`src/rtl/shift_pkg.sv`:
```
// rtl/shift_pkg.sv - operation and state encodings for the universal shift register
package shift_pkg;

  localparam logic [2:0] OP_HOLD = 3'd0;
  localparam logic [2:0] OP_LOAD = 3'd1;
  localparam logic [2:0] OP_SHL  = 3'd2;
  localparam logic [2:0] OP_SHR  = 3'd3;
  localparam logic [2:0] OP_ROL  = 3'd4;
  localparam logic [2:0] OP_ROR  = 3'd5;
  localparam logic [2:0] OP_ASR  = 3'd6;

  typedef enum logic {
    IDLE  = 1'b0,
    BURST = 1'b1
  } state_t;

  function automatic logic is_shift_op(input logic [2:0] op);
    return (op >= OP_SHL) && (op <= OP_ASR);
  endfunction

endpackage

```
`src/rtl/shift_step.sv`:
```
// rtl/shift_step.sv - combinational one-position shift/rotate/load step
module shift_step
  import shift_pkg::*;
#(
  parameter int WIDTH = 8
) (
  input  logic [WIDTH-1:0] i_q,
  input  logic [WIDTH-1:0] i_d,
  input  logic [2:0]       i_op,
  input  logic             i_sin,
  output logic [WIDTH-1:0] o_q,
  output logic             o_bit,
  output logic             o_moved
);

  always_comb begin
    o_q     = i_q;
    o_bit   = 1'b0;
    o_moved = 1'b0;
    case (i_op)
      OP_LOAD: o_q = i_d;
      OP_SHL: begin
        o_q     = {i_q[WIDTH-2:0], i_sin};
        o_bit   = i_q[WIDTH-1];
        o_moved = 1'b1;
      end
      OP_SHR: begin
        o_q     = {i_sin, i_q[WIDTH-1:1]};
        o_bit   = i_q[0];
        o_moved = 1'b1;
      end
      OP_ROL: begin
        o_q     = {i_q[WIDTH-2:0], i_q[WIDTH-1]};
        o_bit   = i_q[WIDTH-1];
        o_moved = 1'b1;
      end
      OP_ROR: begin
        o_q     = {i_q[0], i_q[WIDTH-1:1]};
        o_bit   = i_q[0];
        o_moved = 1'b1;
      end
      OP_ASR: begin
        o_q     = {i_q[WIDTH-1], i_q[WIDTH-1:1]};
        o_bit   = i_q[0];
        o_moved = 1'b1;
      end
      default: o_q = i_q;
    endcase
  end

endmodule

```
`src/rtl/univ_shift_reg.sv`:
```
// rtl/univ_shift_reg.sv - universal register with single-step and counted burst modes
module univ_shift_reg
  import shift_pkg::*;
#(
  parameter int  WIDTH = 8,
  localparam int CW    = $clog2(WIDTH + 1)
) (
  input  logic             clk,
  input  logic             rst,
  input  logic             en,
  input  logic [2:0]       op,
  input  logic [WIDTH-1:0] d,
  input  logic             sin,
  input  logic             start,
  input  logic [CW-1:0]    shamt,
  output logic [WIDTH-1:0] q,
  output logic             sout,
  output logic             busy,
  output logic             done
);

  state_t           r_state;
  logic [CW-1:0]    r_cnt;
  logic [2:0]       r_op;
  logic [WIDTH-1:0] r_q;
  logic             r_sout;
  logic             r_done;

  state_t           w_state_nxt;
  logic [CW-1:0]    w_cnt_nxt;
  logic [2:0]       w_op_nxt;
  logic             w_done_nxt;
  logic             w_apply;
  logic [2:0]       w_step_op;
  logic [CW-1:0]    w_clamp;
  logic [WIDTH-1:0] w_step_q;
  logic             w_step_bit;
  logic             w_step_moved;

  assign w_clamp = (shamt > CW'(WIDTH)) ? CW'(WIDTH) : shamt;

  // One shifter serves both modes; only the operation source differs.
  shift_step #(.WIDTH(WIDTH)) u_step (
    .i_q     (r_q),
    .i_d     (d),
    .i_op    (w_step_op),
    .i_sin   (sin),
    .o_q     (w_step_q),
    .o_bit   (w_step_bit),
    .o_moved (w_step_moved)
  );

  always_comb begin
    w_state_nxt = r_state;
    w_cnt_nxt   = r_cnt;
    w_op_nxt    = r_op;
    w_done_nxt  = 1'b0;
    w_apply     = 1'b0;
    w_step_op   = op;
    if (en) begin
      case (r_state)
        IDLE: begin
          if (start) begin
            if (is_shift_op(op) && (w_clamp != '0)) begin
              w_op_nxt    = op;
              w_cnt_nxt   = w_clamp;
              w_state_nxt = BURST;
            end else begin
              // Zero-length shift bursts are a no-op; LOAD/HOLD run once.
              w_apply    = !is_shift_op(op);
              w_done_nxt = 1'b1;
            end
          end else begin
            w_apply = 1'b1;
          end
        end
        BURST: begin
          w_step_op = r_op;
          w_apply   = 1'b1;
          w_cnt_nxt = r_cnt - CW'(1);
          if (r_cnt == CW'(1)) begin
            w_state_nxt = IDLE;
            w_done_nxt  = 1'b1;
          end
        end
        default: w_state_nxt = IDLE;
      endcase
    end
  end

  always_ff @(posedge clk) begin
    if (rst) begin
      r_state <= IDLE;
      r_cnt   <= '0;
      r_op    <= OP_HOLD;
      r_q     <= '0;
      r_sout  <= 1'b0;
      r_done  <= 1'b0;
    end else begin
      r_state <= w_state_nxt;
      r_cnt   <= w_cnt_nxt;
      r_op    <= w_op_nxt;
      r_done  <= w_done_nxt;
      if (w_apply) begin
        r_q <= w_step_q;
        if (w_step_moved) r_sout <= w_step_bit;
      end
    end
  end

  assign q    = r_q;
  assign sout = r_sout;
  assign busy = (r_state == BURST);
  assign done = r_done;

endmodule

```
`config.mk`:
```
export PLATFORM = sky130hd
export DESIGN_NAME = univ_shift_reg
export DESIGN_NICKNAME = d
export VERILOG_FILES = /design/src/rtl/shift_pkg.sv /design/src/rtl/shift_step.sv /design/src/rtl/univ_shift_reg.sv
export SDC_FILE = /design/constraint.sdc
export NUM_CORES = 1
export LEC_CHECK = 0
export ABC_AREA = 1
export BUFFER_PORTS_ARGS = -buffer_cell sky130_fd_sc_hd__buf_2
export CORE_ASPECT_RATIO = 1.2
export CORE_UTILIZATION = 30
export DETAILED_ROUTE_END_ITERATION = 10
export PLACE_DENSITY_LB_ADDON = 0.25
export SLEW_MARGIN = 20
export SYNTH_ARGS = -nofsm -noshare
export SYNTH_HDL_FRONTEND = slang
export SYNTH_SLANG_ARGS = --single-unit
```
`constraint.sdc`:
```
create_clock -name clk -period 1.23 [get_ports clk]
set_input_delay 0.123 -clock clk [delete_from_list [all_inputs] [get_ports clk]]
set_output_delay 0.123 -clock clk [all_outputs]
set_load 0.03 [all_outputs]
```
==> out/results.ini <==
[outcome]
status=complete, but fails checks
violations=setup timing

[drt]
avgRoutedWirePerCell_microns=12.1
viasPerCell=4.70
drtPass1Iterations=4
drtIter0Drc=36
ant_nets=0
vias=1409
wl_microns=3620
drc=0

[floorplan]
initial_core_util=0.312
die_area_sq_um=4710
core-area_sq_um=4260
die_w_microns=62.8
io_pins=31
fp-row-count=26
chipHeight_microns=75.0

[synthesis]
netlist.area_leader.share=0.271
synth_top_area_cell=dfxtp_1
synth_cell_type_count=22
netlist_area_sq_um=1330
synth.net_count=217
ys.flop_type=dfxtp_1
ys_top_cells_by_area=dfxtp_1, nand2_1, nand3_1
synth-edff-count=0
ys_seq_elements=18
async_flop_share=0
synth_cells=195
ys_seq_area_frac=0.271
synth.avg_cell_area_sq_um=6.83
yosysWarnings=0

[finish]
drive_gt1_frac=0.422
fin_area_sq_um=1900
layout_commonest_cell=nand2_1
antenna_cells=0
stdcell_count=300
syn_to_final_growth_pct=42.9
fin_nets=267
mostFrequentLayoutCells=nand2_1, buf_2, inv_1

[cts]
max-clock-path-buffers=2
path_clk_slew_ns=0.08
clock_tree.root_cell=clkbuf_8
cts_max_level=1
clock_latency_ns=0.26
cts-buffers-inserted=3
cts_tree=built
clock-sinks=18

[grt]
grt_usage=0.160
grt_max_degree=15
overflow=0
grt_pass1_vias=1351
grt_pass1_wl_microns=5840
antenna_found_initial=0

[worst_setup_path]
worst_setup_path_end_kind=register
crit_path_start_kind=register
critical_path_arrival_ns=1.61
crit_type=register to register
crit_fanout=7
crit_required_ns=1.38

[timing]
max_freq_mhz=687
tns_ns=-1.87
setup_slack_ns=-0.225
min_period_ns=1.46
hold_violations=0
setup_viol=9
drv_slew=0
post-route-period-util=1.18
worst_pin_slew_ns=0.366
finClkSkew_ns=0.00921
relSlewSlack=0.756
rsz0062_at_grt=yes

[worst_hold_path]
hp-class=primary input to register

[place]
dp_hpwl_microns=2580
dp.cells=289
port_buffers=30
place_area_sq_um=1610
gp_congestion=0.767
dp_slack_ns=-0.236

[run]
maxCapViolCount=0

[pwr]
p_per_area_nw_per_um2=992
p_leak_nw=0.858
peakVddDrop_uv=356

path summary, 6_finish.rpt:
| check | from | to | slack, ns | cells past startpoint |
|---|---|---|---|---|
| worst max-delay path | busy | q[4] | -0.23 | 9 |
| worst max register to register | busy | q[4] | -0.23 | 9 |
| worst min-delay path | op[1] | r_op[1] | 0.17 | 3 |
| worst min register to register | sout | sout | 0.50 | 2 |
logic make-up after synthesis:
group | synth area share
AO/OA/AOI/OAI | 0.141
XOR/XNOR | 0.0132
adder cells (fa/ha/maj) | 0.0188
buffers and inverters | 0.102
flip-flops | 0.271
AND/OR/NAND/NOR | 0.454
layout make-up:
type,instances,area [sq um]
multi-input combinational,148,995
fill,443,2360
tap,56,70.1
sequential,18,364
clock buffer,4,55.1
timing repair buffer,48,313
inverter,26,105
power breakdown:
part	leakage, nW	internal [mW]	switching, mW
Combinational	0.681	0.271	0.420
Sequential	0.149	0.634	0.0573
Clock	0.0288	0.285	0.220
Total	0.858	1.19	0.697
metrics by stage:
| stage | total power, mW | hold slack (ns) | util |
|---|---|---|---|
| 6_report | 1.89 | 0.172 | 0.446 |
| 5_1_grt | 2.00 | 0.182 | 0.446 |
| 4_1_cts | 1.82 | 0.184 | 0.415 |
| 3_5_place_dp | 1.26 | 0.461 | 0.377 |
| 3_3_place_gp | 1.26 | 0.455 | 0.377 |
| 2_1_floorplan | 1.11 | 0.273 | - |
synth_stat cells, drive strengths merged, types with 3 or more instances:
library cell / count
a21oi: 15
buf: 4
dfxtp: 18
inv: 26
nand2: 55
nand3: 28
nand4: 7
nor2: 17
nor3: 3
o21a: 6
o21ai: 12
worst max-delay path, cell delays in order (launching register included):
cell,delay [ns]
dfxtp_4,0.44
buf_4,0.14
nand3_2,0.09
nand2_4,0.11
nand2_1,0.07
nand2_2,0.09
nand3_4,0.12
nand2_4,0.13
a21oi_2,0.06
o21a_1,0.10
per-layer routing:
layer	vias to the layer above	track usage	wire length (microns)
met2	25	0.309	1870
met1	639	0.176	1580
met3	4	0.0212	115
met4	0	0.0698	53
met5	-	0	0
li1	741	-	-
state kept, by name, summed over array words and instances, names as in the netlist:
name,count
sout,1
r_cnt,4
q,8
r_op,3
busy,1
done,1
timing repair:
| item | in CTS | in global routing |
|---|---|---|
| hold buffers | 0 | 0 |
| resized for setup | 21 | 32 |
| pin swaps | 6 | 14 |
| setup buffers | 2 | 4 |
| endpoints found under the setup margin | 12 | 18 |
| cloned | 0 | 1 |
| endpoints found under the hold margin | 0 | 0 |
Note: power is estimated with default switching activity, not from simulation.
